$ cat src/rtl/var_delay_pkg.sv
// Shared types and constants for the var_delay calibration controller.
//   SEL_W_DEF : default width of the delay_sel code
//   SEL_MAX   : largest code at the default width
//   sel_max() : largest code for an arbitrary width
//   state_e   : controller state encoding
package var_delay_pkg;

  localparam int SEL_W_DEF = 4;

  // Largest code representable in w bits
  function automatic int sel_max(input int w);
    return (32'sd1 << w) - 32'sd1;
  endfunction

  localparam int SEL_MAX = sel_max(SEL_W_DEF);

  typedef enum logic [2:0] {
    ST_IDLE   = 3'd0,
    ST_SETTLE = 3'd1,
    ST_SAMPLE = 3'd2,
    ST_DECIDE = 3'd3,
    ST_LOCKED = 3'd4,
    ST_TSAMP  = 3'd5
  } state_e;

endpackage

$ cat src/rtl/var_delay_cal_ctrl_if.sv
// Control/status bundle between a host and the var_delay calibration controller.
//   master : drives start/track_en/ovr_en/ovr_sel/pd_late, observes status
//   slave  : the controller; drives delay_sel/busy/done/locked/sat
interface var_delay_cal_ctrl_if #(
  parameter int SEL_W = var_delay_pkg::SEL_W_DEF
);
  logic             start;
  logic             track_en;
  logic             ovr_en;
  logic [SEL_W-1:0] ovr_sel;
  logic             pd_late;
  logic [SEL_W-1:0] delay_sel;
  logic             busy;
  logic             done;
  logic             locked;
  logic             sat;

  modport master (
    output start, track_en, ovr_en, ovr_sel, pd_late,
    input  delay_sel, busy, done, locked, sat
  );

  modport slave (
    input  start, track_en, ovr_en, ovr_sel, pd_late,
    output delay_sel, busy, done, locked, sat
  );
endinterface

$ cat src/rtl/var_delay_cal_ctrl_pd_vote.sv
// Majority-vote accumulator for the phase-detector "late" flag.
//   clr     : zero the running count (asserted the cycle before a vote window)
//   en      : accumulate pd_late this cycle
//   late    : running count (including this cycle's sample) exceeds NSAMP/2
//   early   : running count (including this cycle's sample) is zero
// The flags look at the next-state count so the caller can act on the last
// sample of a window in the same cycle it arrives.
module pd_vote #(
  parameter int NSAMP = 7,
  parameter int CNT_W = $clog2(NSAMP + 1)
) (
  input  logic clk,
  input  logic rst_n,
  input  logic clr,
  input  logic en,
  input  logic pd_late,
  output logic late,
  output logic early
);

  logic [CNT_W-1:0] count_q;
  logic [CNT_W-1:0] count_d;

  // Next-count computation: clear wins over accumulate
  always_comb begin
    count_d = count_q;
    if (clr) begin
      count_d = '0;
    end else if (en) begin
      count_d = count_q + CNT_W'(pd_late);
    end else begin
      count_d = count_q;
    end
  end

  // Count register
  always_ff @(posedge clk or negedge rst_n) begin
    if (!rst_n) begin
      count_q <= '0;
    end else begin
      count_q <= count_d;
    end
  end

  assign late  = (count_d > CNT_W'(NSAMP / 2));
  assign early = (count_d == '0);

endmodule

$ cat src/rtl/var_delay_cal_ctrl.sv
// SAR calibration and drift-tracking controller for a var_delay line.
//   clk, rst_n : clock, asynchronous active-low reset
//   bus        : slave side of var_delay_cal_ctrl_if (start, track_en, ovr_en,
//                ovr_sel, pd_late in; delay_sel, busy, done, locked, sat out)
// One down-counter times SETTLE, SAMPLE, TSAMP and the tracking period.
module var_delay_cal_ctrl
  import var_delay_pkg::*;
#(
  parameter int SEL_W        = var_delay_pkg::SEL_W_DEF,
  parameter int SETTLE_CYC   = 16,
  parameter int NSAMP        = 7,
  parameter int TRACK_PERIOD = 256,
  parameter int DEF_SEL      = 8
) (
  input logic                 clk,
  input logic                 rst_n,
  var_delay_cal_ctrl_if.slave bus
);

  localparam int CNT_MAX = (TRACK_PERIOD > SETTLE_CYC)
                         ? ((TRACK_PERIOD > NSAMP) ? TRACK_PERIOD : NSAMP)
                         : ((SETTLE_CYC > NSAMP) ? SETTLE_CYC : NSAMP);
  localparam int CNT_W = $clog2(CNT_MAX + 1);
  localparam int BIT_W = (SEL_W > 1) ? $clog2(SEL_W) : 1;

  localparam logic [CNT_W-1:0] SETTLE_LD = CNT_W'(SETTLE_CYC - 1);
  localparam logic [CNT_W-1:0] SAMP_LD   = CNT_W'(NSAMP - 1);
  localparam logic [CNT_W-1:0] TRACK_LD  = CNT_W'(TRACK_PERIOD - 1);
  localparam logic [SEL_W-1:0] MAX_CODE  = SEL_W'(sel_max(SEL_W));
  localparam logic [SEL_W-1:0] DEF_CODE  = SEL_W'(DEF_SEL);
  localparam logic [SEL_W-1:0] MSB_CODE  = SEL_W'(1) << (SEL_W - 1);
  localparam logic [BIT_W-1:0] MSB_IDX   = BIT_W'(SEL_W - 1);

  state_e           state_q, state_d;
  logic [CNT_W-1:0] cnt_q, cnt_d;
  logic [BIT_W-1:0] bit_q, bit_d;
  logic [SEL_W-1:0] sel_q, sel_d;
  logic             sat_q, sat_d;
  logic             done_q, done_d;
  logic             busy_q, busy_d;
  logic             locked_q, locked_d;

  logic vote_clr_s;
  logic vote_en_s;
  logic vote_late_s;
  logic vote_early_s;

  assign vote_en_s = (state_q == ST_SAMPLE) || (state_q == ST_TSAMP);

  pd_vote #(.NSAMP(NSAMP)) u_vote (
    .clk     (clk),
    .rst_n   (rst_n),
    .clr     (vote_clr_s),
    .en      (vote_en_s),
    .pd_late (bus.pd_late),
    .late    (vote_late_s),
    .early   (vote_early_s)
  );

  // Next-state logic: override first, then the calibration/tracking FSM
  always_comb begin
    state_d    = state_q;
    cnt_d      = cnt_q;
    bit_d      = bit_q;
    sel_d      = sel_q;
    sat_d      = sat_q;
    done_d     = 1'b0;
    vote_clr_s = 1'b0;

    if (bus.ovr_en) begin
      state_d = ST_IDLE;
      sel_d   = bus.ovr_sel;
      cnt_d   = '0;
    end else begin
      case (state_q)
        ST_IDLE, ST_LOCKED: begin
          if (bus.start) begin
            // Fresh SAR: MSB trial with all lower bits clear
            state_d = ST_SETTLE;
            cnt_d   = SETTLE_LD;
            bit_d   = MSB_IDX;
            sel_d   = MSB_CODE;
            sat_d   = 1'b0;
          end else if (state_q == ST_IDLE) begin
            state_d = ST_IDLE;
          end else if (!bus.track_en) begin
            // Tracking off: keep the period timer parked at its reload value
            cnt_d = TRACK_LD;
          end else if (cnt_q == '0) begin
            state_d    = ST_TSAMP;
            cnt_d      = SAMP_LD;
            vote_clr_s = 1'b1;
          end else begin
            cnt_d = cnt_q - CNT_W'(1);
          end
        end

        ST_SETTLE: begin
          if (cnt_q == '0) begin
            state_d    = ST_SAMPLE;
            cnt_d      = SAMP_LD;
            vote_clr_s = 1'b1;
          end else begin
            cnt_d = cnt_q - CNT_W'(1);
          end
        end

        ST_SAMPLE: begin
          if (cnt_q == '0) begin
            state_d = ST_DECIDE;
          end else begin
            cnt_d = cnt_q - CNT_W'(1);
          end
        end

        ST_DECIDE: begin
          if (vote_late_s) begin
            sel_d[bit_q] = 1'b0;
          end else begin
            sel_d[bit_q] = sel_q[bit_q];
          end
          if (bit_q != '0) begin
            sel_d[bit_q - BIT_W'(1)] = 1'b1;
            bit_d   = bit_q - BIT_W'(1);
            state_d = ST_SETTLE;
            cnt_d   = SETTLE_LD;
          end else begin
            state_d = ST_LOCKED;
            cnt_d   = TRACK_LD;
            done_d  = 1'b1;
          end
        end

        ST_TSAMP: begin
          if (cnt_q == '0) begin
            // Last sample of the window is folded into the vote flags
            if (vote_late_s) begin
              if (sel_q == '0) begin
                sat_d = 1'b1;
              end else begin
                sel_d = sel_q - SEL_W'(1);
              end
            end else if (vote_early_s) begin
              if (sel_q == MAX_CODE) begin
                sat_d = 1'b1;
              end else begin
                sel_d = sel_q + SEL_W'(1);
              end
            end else begin
              sel_d = sel_q;
            end
            state_d = ST_LOCKED;
            cnt_d   = TRACK_LD;
          end else begin
            cnt_d = cnt_q - CNT_W'(1);
          end
        end

        default: begin
          state_d = ST_IDLE;
          sel_d   = DEF_CODE;
          cnt_d   = '0;
        end
      endcase
    end

    busy_d   = (state_d == ST_SETTLE) || (state_d == ST_SAMPLE) || (state_d == ST_DECIDE);
    locked_d = (state_d == ST_LOCKED) || (state_d == ST_TSAMP);
  end

  // State and registered outputs
  always_ff @(posedge clk or negedge rst_n) begin
    if (!rst_n) begin
      state_q  <= ST_IDLE;
      cnt_q    <= '0;
      bit_q    <= '0;
      sel_q    <= DEF_CODE;
      sat_q    <= 1'b0;
      done_q   <= 1'b0;
      busy_q   <= 1'b0;
      locked_q <= 1'b0;
    end else begin
      state_q  <= state_d;
      cnt_q    <= cnt_d;
      bit_q    <= bit_d;
      sel_q    <= sel_d;
      sat_q    <= sat_d;
      done_q   <= done_d;
      busy_q   <= busy_d;
      locked_q <= locked_d;
    end
  end

  assign bus.delay_sel = sel_q;
  assign bus.busy      = busy_q;
  assign bus.done      = done_q;
  assign bus.locked    = locked_q;
  assign bus.sat       = sat_q;

endmodule

$ cat src/flat_wrapper.sv
// flat-port wrapper written by rule: the top's interface ports become plain ports
module var_delay_cal_ctrl_flat import var_delay_pkg::*;
#(
  parameter int SEL_W        = var_delay_pkg::SEL_W_DEF,
  parameter int SETTLE_CYC   = 16,
  parameter int NSAMP        = 7,
  parameter int TRACK_PERIOD = 256,
  parameter int DEF_SEL      = 8
)
  (clk, rst_n, bus_start, bus_track_en, bus_ovr_en, bus_ovr_sel, bus_pd_late, bus_delay_sel, bus_busy, bus_done, bus_locked, bus_sat);
  var_delay_cal_ctrl_if #(.SEL_W(SEL_W)) bus_i ();
  input logic clk;
  input logic rst_n;
  input wire logic [$bits(bus_i.start)-1:0] bus_start;
  input wire logic [$bits(bus_i.track_en)-1:0] bus_track_en;
  input wire logic [$bits(bus_i.ovr_en)-1:0] bus_ovr_en;
  input wire logic [$bits(bus_i.ovr_sel)-1:0] bus_ovr_sel;
  input wire logic [$bits(bus_i.pd_late)-1:0] bus_pd_late;
  output wire logic [$bits(bus_i.delay_sel)-1:0] bus_delay_sel;
  output wire logic [$bits(bus_i.busy)-1:0] bus_busy;
  output wire logic [$bits(bus_i.done)-1:0] bus_done;
  output wire logic [$bits(bus_i.locked)-1:0] bus_locked;
  output wire logic [$bits(bus_i.sat)-1:0] bus_sat;
  assign bus_i.start = bus_start;
  assign bus_i.track_en = bus_track_en;
  assign bus_i.ovr_en = bus_ovr_en;
  assign bus_i.ovr_sel = bus_ovr_sel;
  assign bus_i.pd_late = bus_pd_late;
  assign bus_delay_sel = bus_i.delay_sel;
  assign bus_busy = bus_i.busy;
  assign bus_done = bus_i.done;
  assign bus_locked = bus_i.locked;
  assign bus_sat = bus_i.sat;
  var_delay_cal_ctrl #(.SEL_W(SEL_W), .SETTLE_CYC(SETTLE_CYC), .NSAMP(NSAMP), .TRACK_PERIOD(TRACK_PERIOD), .DEF_SEL(DEF_SEL)) u_core (.clk(clk), .rst_n(rst_n), .bus(bus_i));
endmodule
$ cat config.mk
export PLATFORM = sky130hd
export DESIGN_NAME = var_delay_cal_ctrl_flat
export DESIGN_NICKNAME = d
export VERILOG_FILES = /design/src/rtl/var_delay_pkg.sv /design/src/rtl/var_delay_cal_ctrl_if.sv /design/src/rtl/var_delay_cal_ctrl_pd_vote.sv /design/src/rtl/var_delay_cal_ctrl.sv /design/src/flat_wrapper.sv
export SDC_FILE = /design/constraint.sdc
export NUM_CORES = 1
export LEC_CHECK = 0
export BUFFER_PORTS_ARGS = -buffer_cell sky130_fd_sc_hd__buf_2
export CAP_MARGIN = 20
export CORE_UTILIZATION = 46
export DETAILED_ROUTE_END_ITERATION = 12
export MAX_ROUTING_LAYER = met4
export PLACE_DENSITY = 0.67
export SKIP_CTS_REPAIR_TIMING = 1
export SYNTH_ARGS = -nofsm -noshare
export SYNTH_HDL_FRONTEND = slang
export SYNTH_SLANG_ARGS = --single-unit
$ cat constraint.sdc
create_clock -name clk -period 4 [get_ports clk]
set_clock_uncertainty 0.05 [all_clocks]
set_input_delay 0.8 -clock clk [delete_from_list [all_inputs] [get_ports clk]]
set_output_delay 0.8 -clock clk [all_outputs]
set_load 0.02 [all_outputs]
==> reports/metrics.csv <==
metric,value,unit
required,4150,ps
cp_max_fo,9,
cts-htree-levels,1,
leakagePower,0.9689,nW
port_buffers,17,
ant_nets,0,
fin_setup_tns,0,ps
fin_hold_ws,457.6,ps
place_area,2148,um^2
synth_edf_count,0,
crit_arrival,3540,ps
yosys_warnings,0,
dp_cells,297,
dpl.hpwl,3590,um
cts_buffer_depth,2,
initial_core_util,49.52,%
die-area,4732,um^2
io_pins,18,
cp-start-kind,register,
hold_viol,0,
finalCoreUtilization,53.02,%
grt_overflow,0,
grt_pass1_wl,7831,um
cts-buffers-inserted,3,
tightest_slew,665.6,ps
grt_pass1_vias,1640,
setup_violations,0,
final_layout_size_suffix_gt1_share,17.93,%
end_kind,register,
fmax,0.2954,GHz
final_cells,301,
dr_total_vias,1817,
ys_seq_elements,25,
ys_types,69,
tritoncts,yes,
fin_nets,273,
finalPower,0.9538,mW
die_y,68.79,um
fin_area,2197,um^2
syn_area_per_cell,8.622,um^2
antenna_found_initial,0,
row_count,23,
gp_congestion,0.9082,
powerDensity,434.1,nW/um^2
synth_seq_area_share,30.55,%
ir_drop,0.2742,mV
multi_input_area,1306,um^2
root_buffer,clkbuf_8,
ys.flop_type,dfrtp_1,
die_width,68.79,um
synth_nets,259,
drt_first_pass_iters,4,
min_path_type,input pin to async pin,
vias_per_cell,6.037,
criticalPathCategory,register to register,
clk-insertion-delay-late,270,ps
r2r_start,u_core.cnt_q[0],
min_period,3385,ps
clk_pin_slew,90,ps
drv_slew,0,
fillCellCount,431,
netlist_instances,238,
finalCritPeriodShare,84.64,%
layout_commonest_cell,nor2_1,
status,finished clean,
diodes,0,
synthArstFlopShare,100.0,%
area.growth.synth_to_final,7.073,%
drt-initial-drc-count,100,
reg2reg_depth,13,
final_cell_mix,"nor2_1, dfrtp_1, nand2_1",
wl,4728,um
cts_sinks,25,
setup_slack,614.6,ps
timing.rr.end,u_core.bus.delay_sel[3],
cap_violations,0,
coreArea,4144,um^2
grt_max_degree,26,
wl_per_cell,15.71,um
rsz0062_at_grt,no,
grtUsageTotal,22.82,%
drc_errors,0,
r2r_slack,610,ps
dp_slack,390.9,ps
synthesis.area,2052,um^2
regArea,626.9,um^2
slew_headroom,55.29,%
==> worst max path at each step <==
stage                          startpoint                      end  slack [ps]  cells after the start
final                     u_core.cnt_q[0]  u_core.bus.delay_sel[3]         610                     13
after global routing      u_core.cnt_q[0]  u_core.bus.delay_sel[3]         420                     13
after CTS                 u_core.cnt_q[0]  u_core.bus.delay_sel[3]         610                     13
after detailed placement      bus_pd_late  u_core.bus.delay_sel[3]         390                     14
after global placement        bus_pd_late  u_core.bus.delay_sel[3]         480                     14
after floorplan               bus_pd_late  u_core.bus.delay_sel[3]         670                     13
==> worst max-delay path, cell delays in order, from the launching register on <==
cell	delay [ps]
dfrtp_1	430
inv_1	140
ha_1	220
or3b_2	440
or4_4	510
a2bb2oi_1	210
ha_1	290
a21o_1	170
a21oi_1	180
xnor2_1	150
xnor2_1	130
nand2_1	80
a211oi_2	200
a21oi_1	100
==> synthesized netlist by cell type (2+ instances only) <==
master	n	area [um^2]
o221ai_1	2	17.52
and2_2	2	15.01
a21oi_1	21	105.1
o22ai_1	4	25.02
mux2i_1	2	20.02
xor2_1	2	17.52
nor4b_1	2	17.52
and3_1	2	12.51
a31o_2	2	17.52
a22o_1	4	35.03
o21ai_0	16	80.08
and2b_2	2	17.52
nand2b_1	3	18.77
o211ai_1	4	30.03
a31oi_1	2	12.51
clkbuf_1	5	18.77
inv_1	10	37.54
ha_1	10	125.1
buf_2	2	10.01
nand2_1	22	82.58
nand4b_1	2	17.52
buf_6	2	22.52
nor3_1	8	40.04
nor4_1	4	25.02
a21o_1	4	30.03
o21a_1	2	15.01
a2bb2oi_1	2	17.52
xnor2_1	6	52.55
o21bai_1	2	15.01
dfrtp_1	24	600.6
nor2_1	25	93.84
==> cell type report <==
class,instances,area share (%)
multi-input combinational,191,59.45
sequential,25,28.53
timing repair buffer,21,5.239
tap,50,2.847
clock buffer,3,1.879
inverter,10,1.708
clock inverter,1,0.3417
==> registers in the layout, indices dropped and copies added, names as in the netlist <==
name	count
u_core.cnt_q	9
u_core.bus.delay_sel	4
u_core.state_q	3
u_core.u_vote.count_q	3
u_core.bit_q	2
u_core.bus.busy	1
u_core.bus.done	1
u_core.bus.locked	1
u_core.bus.sat	1
==> report_power, final <==
part           switching [mW]  leakage, nW  internal (mW)
sequential             0.0611        0.312          0.295
clock                  0.0825       0.0217         0.0706
combinational           0.246        0.636          0.198
total                   0.390        0.969          0.564
==> cells by family after synthesis <==
family	Yosys count	synth area share [%]
flip-flops	25	30.55
adder cells (fa/ha/maj)	11	7.073
buffers and inverters	22	5.793
multiplexers	3	2.073
XOR/XNOR	8	3.415
AND/OR/NAND/NOR	86	22.93
AO/OA/AOI/OAI	83	28.17
==> per-layer routing <==
layer / global-route usage (%) / up-vias / part of all wire (%)
met3: 4.276 / 2 / 4.8
met5: - / - / 0
li1: - / 910 / -
met1: 34.46 / 862 / 52
met4: 1.531 / 0 / 0.27
met2: 32.97 / 43 / 43
(Power assumes the default switching activity.)
